[config.mk]
export PLATFORM = sky130hd
export DESIGN_NAME = relu_maxpool2x2
export DESIGN_NICKNAME = d
export VERILOG_FILES = /design/src/rtl/cnn_pkg.sv /design/src/rtl/pool_linebuf.sv /design/src/rtl/relu_maxpool2x2.sv
export SDC_FILE = /design/constraint.sdc
export NUM_CORES = 2
export LEC_CHECK = 0
export ABC_AREA = 1
export CAP_MARGIN = 20
export CELL_PAD_IN_SITES_DETAIL_PLACEMENT = 1
export CELL_PAD_IN_SITES_GLOBAL_PLACEMENT = 1
export CORE_ASPECT_RATIO = 2
export CORE_MARGIN = 2
export CORE_UTILIZATION = 40
export DETAILED_ROUTE_END_ITERATION = 8
export PLACE_DENSITY = 0.73
export SYNTH_ARGS = -nofsm -noshare
export SYNTH_HDL_FRONTEND = slang
export SYNTH_SLANG_ARGS = --single-unit
[constraint.sdc]
create_clock -name iClk -period 20.7 [get_ports iClk]
set_clock_uncertainty 0.2 [all_clocks]
set_input_delay 3.105 -clock iClk [delete_from_list [all_inputs] [get_ports iClk]]
set_output_delay 3.105 -clock iClk [all_outputs]
set_load 0.03 [all_outputs]
[src/rtl/cnn_pkg.sv]
// Shared definitions for the CNN pipeline stages: channel count and the
// signed ReLU / max helpers used by the pooling datapath.
package cnn_pkg;

    localparam int NCH   = 4;
    // Helpers work on a wide signed type. Callers sign-extend into it and
    // truncate back out, so one definition serves any data width up to 64.
    localparam int CALCW = 64;

    typedef logic signed [CALCW-1:0] calc_t;

    // Clamp negative values to zero.
    function automatic calc_t relu(input calc_t d);
        return (d < 0) ? '0 : d;
    endfunction

    // Signed maximum; on a tie either operand is the same value.
    function automatic calc_t smax(input calc_t a, input calc_t b);
        return (a < b) ? b : a;
    endfunction

endpackage

[src/rtl/pool_linebuf.sv]
// Half-width line buffer holding the horizontal pair maxima of an even row,
// all channels packed into one word. Storage is never reset: every entry is
// written on the even row before the odd row reads it.
module pool_linebuf #(
    parameter int DEPTH = 13,
    parameter int WIDTH = 128,
    parameter int AW    = 4
) (
    input  logic             iClk,
    input  logic             iWe,
    input  logic [AW-1:0]    iAddr,
    input  logic [WIDTH-1:0] iWdata,
    output logic [WIDTH-1:0] oRdata
);

    logic [WIDTH-1:0] mem_q [DEPTH];

    // Single write port.
    always_ff @(posedge iClk) begin
        if (iWe) begin
            mem_q[iAddr] <= iWdata;
        end
    end

    // Asynchronous read on the same index as the write.
    assign oRdata = mem_q[iAddr];

endmodule

[src/rtl/relu_maxpool2x2.sv]
// ReLU followed by 2x2 stride-2 max pooling on four parallel conv streams.
// Beats arrive in raster order; one pooled value per channel is emitted the
// cycle after the beat that completes each 2x2 block.
module relu_maxpool2x2
    import cnn_pkg::*;
#(
    parameter int ACCW = 32,
    parameter int FW   = 26,
    parameter int FH   = 26
) (
    input  logic                   iClk,
    input  logic                   iRsn,
    input  logic [3:0]             iValid4,
    input  logic signed [ACCW-1:0] iData0,
    input  logic signed [ACCW-1:0] iData1,
    input  logic signed [ACCW-1:0] iData2,
    input  logic signed [ACCW-1:0] iData3,
    output logic [3:0]             oValid4,
    output logic signed [ACCW-1:0] oData0,
    output logic signed [ACCW-1:0] oData1,
    output logic signed [ACCW-1:0] oData2,
    output logic signed [ACCW-1:0] oData3,
    output logic                   oMapDone,
    output logic                   oErr
);

    localparam int CW   = $clog2(FW);
    localparam int RW   = $clog2(FH);
    localparam int LBD  = FW / 2;
    localparam int LAW  = (LBD > 1) ? $clog2(LBD) : 1;
    // Trailing odd column/row lies outside the pooled region.
    localparam int COLS = 2 * (FW / 2);
    localparam int ROWS = 2 * (FH / 2);

    logic [CW-1:0] col_q, col_d;
    logic [RW-1:0] row_q, row_d;
    logic          valid_q, valid_d;
    logic          done_q, done_d;
    logic          err_q, err_d;

    logic signed [ACCW-1:0] din    [NCH];
    logic signed [ACCW-1:0] relu_v [NCH];
    logic signed [ACCW-1:0] pm_v   [NCH];
    logic signed [ACCW-1:0] pool_v [NCH];
    logic signed [ACCW-1:0] lb_rd  [NCH];
    logic signed [ACCW-1:0] pair_q [NCH];
    logic signed [ACCW-1:0] pair_d [NCH];
    logic signed [ACCW-1:0] data_q [NCH];
    logic signed [ACCW-1:0] data_d [NCH];

    logic [NCH*ACCW-1:0] lb_wdata;
    logic [NCH*ACCW-1:0] lb_rdata;
    logic [LAW-1:0]      lb_addr;

    logic beat;
    logic in_region;
    logic fire_out;
    logic lb_we;
    logic map_last;

    assign din[0] = iData0;
    assign din[1] = iData1;
    assign din[2] = iData2;
    assign din[3] = iData3;

    assign beat      = (iValid4 == 4'hF);
    assign in_region = (int'(col_q) < COLS) && (int'(row_q) < ROWS);
    assign fire_out  = beat && in_region && col_q[0] && row_q[0];
    assign lb_we     = beat && in_region && col_q[0] && !row_q[0];
    assign map_last  = beat && (col_q == CW'(FW - 1)) && (row_q == RW'(FH - 1));
    assign lb_addr   = LAW'(col_q >> 1);

    // Per-channel datapath: ReLU, horizontal pair max, then vertical max
    // against the line-buffer entry for the same column pair.
    generate
        for (genvar gi = 0; gi < NCH; gi++) begin : g_ch
            assign relu_v[gi] = ACCW'(relu(calc_t'(din[gi])));
            assign pm_v[gi]   = ACCW'(smax(calc_t'(pair_q[gi]), calc_t'(relu_v[gi])));
            assign pool_v[gi] = ACCW'(smax(calc_t'(pm_v[gi]), calc_t'(lb_rd[gi])));
            assign lb_wdata[gi*ACCW +: ACCW] = pm_v[gi];
            assign lb_rd[gi]  = lb_rdata[gi*ACCW +: ACCW];
        end
    endgenerate

    pool_linebuf #(
        .DEPTH (LBD),
        .WIDTH (NCH * ACCW),
        .AW    (LAW)
    ) u_linebuf (
        .iClk   (iClk),
        .iWe    (lb_we),
        .iAddr  (lb_addr),
        .iWdata (lb_wdata),
        .oRdata (lb_rdata)
    );

    // Raster counters, output strobes and the sticky protocol-error flag.
    // Malformed valid patterns are flagged but otherwise ignored.
    always_comb begin
        col_d   = col_q;
        row_d   = row_q;
        valid_d = fire_out;
        done_d  = map_last;
        err_d   = err_q | ((iValid4 != 4'h0) && !beat);
        if (beat) begin
            if (col_q == CW'(FW - 1)) begin
                col_d = '0;
                row_d = (row_q == RW'(FH - 1)) ? '0 : row_q + RW'(1);
            end else begin
                col_d = col_q + CW'(1);
            end
        end
    end

    // Pair register captures even columns; output data holds until the next pooled value.
    always_comb begin
        for (int ch = 0; ch < NCH; ch++) begin
            pair_d[ch] = pair_q[ch];
            data_d[ch] = data_q[ch];
            if (beat && in_region && !col_q[0]) begin
                pair_d[ch] = relu_v[ch];
            end
            if (fire_out) begin
                data_d[ch] = pool_v[ch];
            end
        end
    end

    // State registers with asynchronous active-low reset.
    always_ff @(posedge iClk or negedge iRsn) begin
        if (!iRsn) begin
            col_q   <= '0;
            row_q   <= '0;
            valid_q <= 1'b0;
            done_q  <= 1'b0;
            err_q   <= 1'b0;
            for (int ch = 0; ch < NCH; ch++) begin
                pair_q[ch] <= '0;
                data_q[ch] <= '0;
            end
        end else begin
            col_q   <= col_d;
            row_q   <= row_d;
            valid_q <= valid_d;
            done_q  <= done_d;
            err_q   <= err_d;
            for (int ch = 0; ch < NCH; ch++) begin
                pair_q[ch] <= pair_d[ch];
                data_q[ch] <= data_d[ch];
            end
        end
    end

    assign oValid4  = {4{valid_q}};
    assign oData0   = data_q[0];
    assign oData1   = data_q[1];
    assign oData2   = data_q[2];
    assign oData3   = data_q[3];
    assign oMapDone = done_q;
    assign oErr     = err_q;

endmodule

Word level (Yosys, flattened, before mapping)
Memory sizes are Yosys's and may differ from the RTL's.
Index checks and enable logic that the tools add are counted.
- register bits: 269
- bits of input ports: 134
- bits in writable memories: 1664
- memories kept: 1
- bitwise logic cells: 1
- $add $sub $neg: 2
- multiplexer cells: 16
- reduce and logical (&&, ||, !) cells: 14
- equality and inequality tests: 3
- order comparisons: 14
- memories (memory ; depth ; width ; rd ports ; clocked after memory_dff ; wr ports ; RTL line ; source):
    u_linebuf.mem_q ; 13 ; 128 ; 1 ; 0 ; 1 ; pool_linebuf.sv:16 ; logic [WIDTH-1:0] mem_q [DEPTH];
- operators with widths (operator ; number):
    $mux 32 ; 12
    $lt 32x32->1 ; 8
    $lt 32x1->1 const B ; 4
    $add 5x1->5 const B ; 2
    $eq 5x5->1 const B ; 2
    $lt 5x5->1 const B ; 2
    $mux 5 ; 2
    $logic_and 1x1->1 ; 9
    $eq 4x4->1 const B ; 1
    $reduce_bool 4->1 ; 1
    $logic_not 1->1 ; 3
    $mux 1 ; 2
    $reduce_and 2->1 ; 1
    $or 1x1->1 ; 1

Longest topological paths before layout
- word-level depth: 7
- depth in mapped cells: 32

Cells and area by module
Synthesis repeated with hierarchy kept, for this count alone.
- cells, all modules: 8966
- area total of the unflattened synthesis: 87068.5 µm²
- by module, submodules not included (module ; area each (µm²) ; times used ; cells an instance):
    pool_linebuf ; 68552.0 ; 1 ; 6483
    relu_maxpool2x2 ; 18516.5 ; 1 ; 2483

Least setup slack after synthesis
No wires, ideal clock.
- kind: input to register
- from: input iValid4[2]
- to: memory u_linebuf.mem_q[0][0], enable pin
- required time: 19891 ps
- path buffers: 0
- arrival time: 8992 ps
- stages: 6
- setup slack: 10900 ps
- cell sequence: nand4_1 nor2_1 nand3_1 nor2_1 nand2_1 nor2_1
- word-level cells in the longest chain between the ends: 6
- ends and longest elaborated chain (element ; RTL line ; source):
    start: declaration ; relu_maxpool2x2.sv:13 ; input logic [3:0] iValid4,
    $eq 4x4->1 ; relu_maxpool2x2.sv:66 ; assign beat = (iValid4 == 4'hF);
    $logic_and 1x1->1 (3 in series) ; relu_maxpool2x2.sv:69 ; assign lb_we = beat && in_region && col_q[0] && !row_q[0];
    $mux 1 ; pool_linebuf.sv:20 ; if (iWe) begin
    $mux 1 (implied by the code) ; pool_linebuf.sv:21 ; mem_q[iAddr] <= iWdata;
    end: declaration ; pool_linebuf.sv:16 ;
No other way between the ends.

Worst setup path after layout
- from: input iData0[31]
- to: register data_q (netlist bit oData0[28])
- word-level cells in the longest chain between the ends: 6
- ends and longest elaborated chain (element ; RTL line ; source):
    start: declaration ; relu_maxpool2x2.sv:14 ; input logic signed [ACCW-1:0] iData0,
    $lt 32x1->1 ; cnn_pkg.sv:14 ; return (d < 0) ? '0 : d;
    $mux 32 (*) ; cnn_pkg.sv:14 ;
    $lt 32x32->1 ; cnn_pkg.sv:19 ; return (a < b) ? b : a;
    $mux 32 (*) ; cnn_pkg.sv:19 ;
    named net lb_wdata[12] ; relu_maxpool2x2.sv:51 ; logic [NCH*ACCW-1:0] lb_wdata;
    $lt 32x32->1 (*) ; cnn_pkg.sv:19 ;
    $mux 32 (*) ; cnn_pkg.sv:19 ;
    end signal: indexed assignment ; relu_maxpool2x2.sv:149 ; data_q[ch] <= data_d[ch];
    end: declaration ; relu_maxpool2x2.sv:48 ; logic signed [ACCW-1:0] data_q [NCH];
Mark *: on every way through the listed nets, which the timed path passes. The rest lies on a longest branch.
A chain may end at the register's enable or synchronous reset.

==> impl_metrics.py <==
metrics = {
    "finish": {
        "design_area_um2": 90600,
        "nNetsFinal": 6557,
        "drive_above_1_share": 0.0879,
        "stdcell_count": 8873,
        "fin_util": 0.458,
        "area_growth_pct": 13.8,
    },
    "floorplan": {
        "die_x_um": 319,
        "dieArea_um2": 203000,
        "die_height_um": 635,
        "fp-row-count": 231,
        "core_area_um2": 198000,
        "start_util": 0.402,
        "io-pin-count": 268,
    },
    "sta": {
        "post-route-period-util": 0.455,
        "whs_ns": 0.283,
        "fin_ws_ns": 11.27,
        "setup-violations-final": 0,
        "hold_violations": 0,
        "tightest_slew_ns": 1.19,
        "tns_ns": 0,
        "slew_headroom": 0.209,
        "slew_viol_final": 0,
        "fmax_mhz": 106,
        "rsz0062_at_grt": "no",
        "period_needed_ns": 9.43,
    },
    "setup_path": {
        "critPathTopFamily": "simple AND/OR/NAND/NOR gates",
        "path_cells": "clkdlybuf4s50_1 > inv_1 > nand2_1 > ha_1 > a21oi_1 > o21ai_0 > nand2_1 > nand2_1 > a21oi_1 > nand2_1 > buf_4 > o21ai_0 > inv_1 > ha_1 > nand4_1 > nor3_1 > nand2_1 > nand2_1 > nand2_2 > nand2_2 > nand2_1 > nand3_1 > nand2_1",
        "reg2regPathDepth": 20,
        "cpMostUsedCell": "nand2_1",
        "critical_path.max_fanout": 40,
        "path_buf_inv": 4,
        "crit_path_end_kind": "flop",
        "cp.required_ns": 21.20,
        "crit_type": "input pin to flop",
        "critical-path-max-stage-delay_ns": 0.73,
        "cp-start-kind": "input pin",
        "slowest_stage": "nand2_2",
        "path_depth": 23,
        "worst_ep_arrival_time_ns": 9.93,
    },
    "place": {
        "place_hpwl_mm": 147,
        "place_inst": 8564,
        "post_dp_cell_area_um2": 85000,
        "port_buffers": 263,
        "dp_slack_ns": 10.44,
        "routabilityCongestion": 0.804,
    },
    "clock_tree": {
        "cts-htree-levels": 4,
        "cts-resized-gates": 0,
        "clk_latency_ns": 0.84,
        "cts.hold.buffers_added": 0,
        "cts_sinks": 1873,
        "cts_tree": "built",
        "post-cts-setup-buffers": 0,
        "numCtsBuffers": 175,
        "cts_max_path_buffers": 4,
        "clk_pin_slew_ns": 0.06,
        "root_buffer": "clkbuf_16",
    },
    "yosys": {
        "synth_seq_cells": 1873,
        "async_flop_share": 0.139,
        "ys_seq_area_frac": 0.690,
        "yosysTopAreaCellShare": 0.608,
        "ys.warnings.count": 0,
        "synth_flop_cell": "edfxtp_1",
        "ys_types": 40,
        "synth_cells": 5948,
        "synth.largest_area_cell": "edfxtp_1",
        "syn_area_per_cell_um2": 13.4,
        "synth_edf_count": 1612,
        "netlist_area_um2": 79600,
        "yosys-top-cells-area": "edfxtp_1 61%, dfrtp_1 8.2%, nand2_1 5.5%",
    },
    "drt": {
        "totalWireLength_mm": 249,
        "drt-met1-wl_mm": 92.3,
        "vias": 52187,
        "met3_length_mm": 13.1,
        "drt-initial-drc-count": 4333,
        "wl_met2_mm": 130,
        "via_per_inst": 5.88,
        "ant_nets": 0,
        "top_layer": "met5",
        "drtPass1Iterations": 5,
        "drcViolationCount": 0,
        "drt-wirelength-per-cell_um": 28.0,
    },
    "global_route": {
        "grtUsageTotal": 0.242,
        "grt_pass1_wl_mm": 369,
        "grt_pass1_vias": 56519,
        "grt_max_degree": 150,
        "overflow": 0,
        "antenna_found_initial": 8,
    },
    "hold_path": {
        "hold_class": "flop to flop",
        "hold_path_depth": 2,
    },
    "power_and_ir_drop": {
        "peakVddDrop_uv": 109,
        "p_leak_nw": 32.7,
        "p_sw_mw": 5.30,
        "power_frac_seq": 0.368,
        "power.density_nw_per_um2": 149,
        "p_clk_frac": 0.238,
        "sw_frac_of_total": 0.393,
        "p_comb_frac": 0.394,
        "p_int_mw": 8.19,
        "power_mw": 13.5,
    },
    "job": {
        "drv_cap": 0,
    },
    "run_status": {
        "outcome": "finished, final reports clean",
    },
}
-- power by group through the flow --
stage	Combinational (mW)	Clock, mW	Sequential [mW]
floorplan	3.25	0	5.17
global placement	5.09	0	5.03
detailed placement	5.31	0	5.03
CTS	5.34	3.26	4.96
global route	5.81	3.37	4.98
finish	5.32	3.21	4.96
-- cells in the mapped netlist, types with 3 or more instances --
library cell / instances
edfxtp_1: 1612
nand2_1: 1170
a22oi_1: 498
a21oi_1: 359
inv_1: 348
nand3_1: 275
dfrtp_1: 261
o21ai_0: 258
ha_1: 244
clkbuf_1: 186
nor2_1: 147
buf_2: 103
a2111oi_4: 94
a221oi_1: 77
a22o_1: 77
a41oi_1: 43
buf_6: 30
a2111oi_2: 26
buf_4: 22
nand4_1: 20
nor3_1: 20
o21a_1: 13
buf_1: 8
nand2_2: 8
inv_2: 7
a211oi_1: 6
a21o_1: 6
and3_1: 4
o211ai_1: 4
o221a_2: 4
o221ai_1: 4
nor4_1: 3
-- final cells by class --
type | instances | area (µm²)
Tap cell | 2563 | 3210
Fill cell | 19906 | 107000
Inverter | 356 | 1370
Sequential cell | 1873 | 54900
Multi-Input combinational cell | 3373 | 21800
Clock buffer | 222 | 4770
Clock inverter | 81 | 744
Antenna cell | 5 | 12.5
Timing Repair Buffer | 400 | 3790
-- worst reg2reg max path: stages (launching register included) --
cell and delay, ns:
dfrtp_1 0.53, inv_2 0.11, nor2_4 0.09, buf_4 0.64
buf_4 0.78, buf_4 0.80, buf_4 0.89, a22oi_1 0.17
a21oi_1 0.30, a2111oi_4 0.12, ha_1 0.35, a21oi_1 0.18
nor2_1 0.06, a211oi_1 0.33, o221a_2 0.26, nand2_1 0.12
nand2_2 0.60, nand2_2 0.71, nand2_1 0.23, nand3_1 0.13
nand2_1 0.11
-- cells in the final DEF (no fill, tap or decap), drive strengths merged, types with 2 or more instances in the layout --
master | netlist | layout
clkinvlp | 0 | 10
buf | 163 | 138
a41oi | 43 | 43
o221ai | 4 | 4
ha | 244 | 244
nor3 | 20 | 20
a211oi | 6 | 6
conb | 1 | 4
nor2 | 150 | 150
a2111oi | 120 | 120
o221a | 4 | 4
o21a | 13 | 13
a221oi | 77 | 77
dfrtp | 261 | 261
o22ai | 2 | 2
a22oi | 500 | 500
nand4 | 20 | 20
a21o | 6 | 6
clkbuf | 186 | 222
diode | 0 | 5
a22o | 77 | 77
nor4 | 3 | 3
clkdlybuf4s50 | 0 | 262
inv | 355 | 359
clkinv | 1 | 56
a21oi | 359 | 359
o211ai | 4 | 4
bufinv | 0 | 12
and3 | 4 | 4
nand3 | 275 | 275
nand2 | 1178 | 1178
o21ai | 258 | 258
edfxtp | 1612 | 1612
-- final timing paths --
check | startpoint | to | slack (ns)
min in group asynchronous | iRsn | oErr | 2.14
setup reg to reg | col_q[2] | oData3[29] | 12.94
max in group asynchronous | iRsn | oData0[24] | 16.77
setup / recovery | iData0[31] | oData0[28] | 11.27
hold / removal | oData2[21] | oData2[21] | 0.28
hold reg to reg | oData2[21] | oData2[21] | 0.28
-- logic make-up (layout without fill, tap and decap cells) --
kind of cell,Yosys count,count (layout),synth area share
AO/OA/AOI/OAI,1475,1475,0.149
buffers and inverters,705,1059,0.0387
other,1,9,0.0000471
AND/OR/NAND/NOR,1650,1650,0.0837
adder cells (fa/ha/maj),244,244,0.0383
flip-flops,1873,1873,0.690
-- state kept, by name (all words and copies together) (netlist names) --
| name | count |
|---|---|
| oData2 | 31 |
| oMapDone | 1 |
| oData1 | 31 |
| oData3 | 31 |
| oErr | 1 |
| valid_q | 1 |
| oData0 | 31 |
| u_linebuf.mem_q | 1612 |
| row_q | 5 |
| col_q | 5 |
| pair_q | 124 |
-- routing by layer --
layer	global-route usage	up-vias
li1	-	22619
met1	0.279	27131
met2	0.440	1858
met3	0.0299	577
met4	0.121	2
met5	0	-
Power figures use the tool's default switching activity.
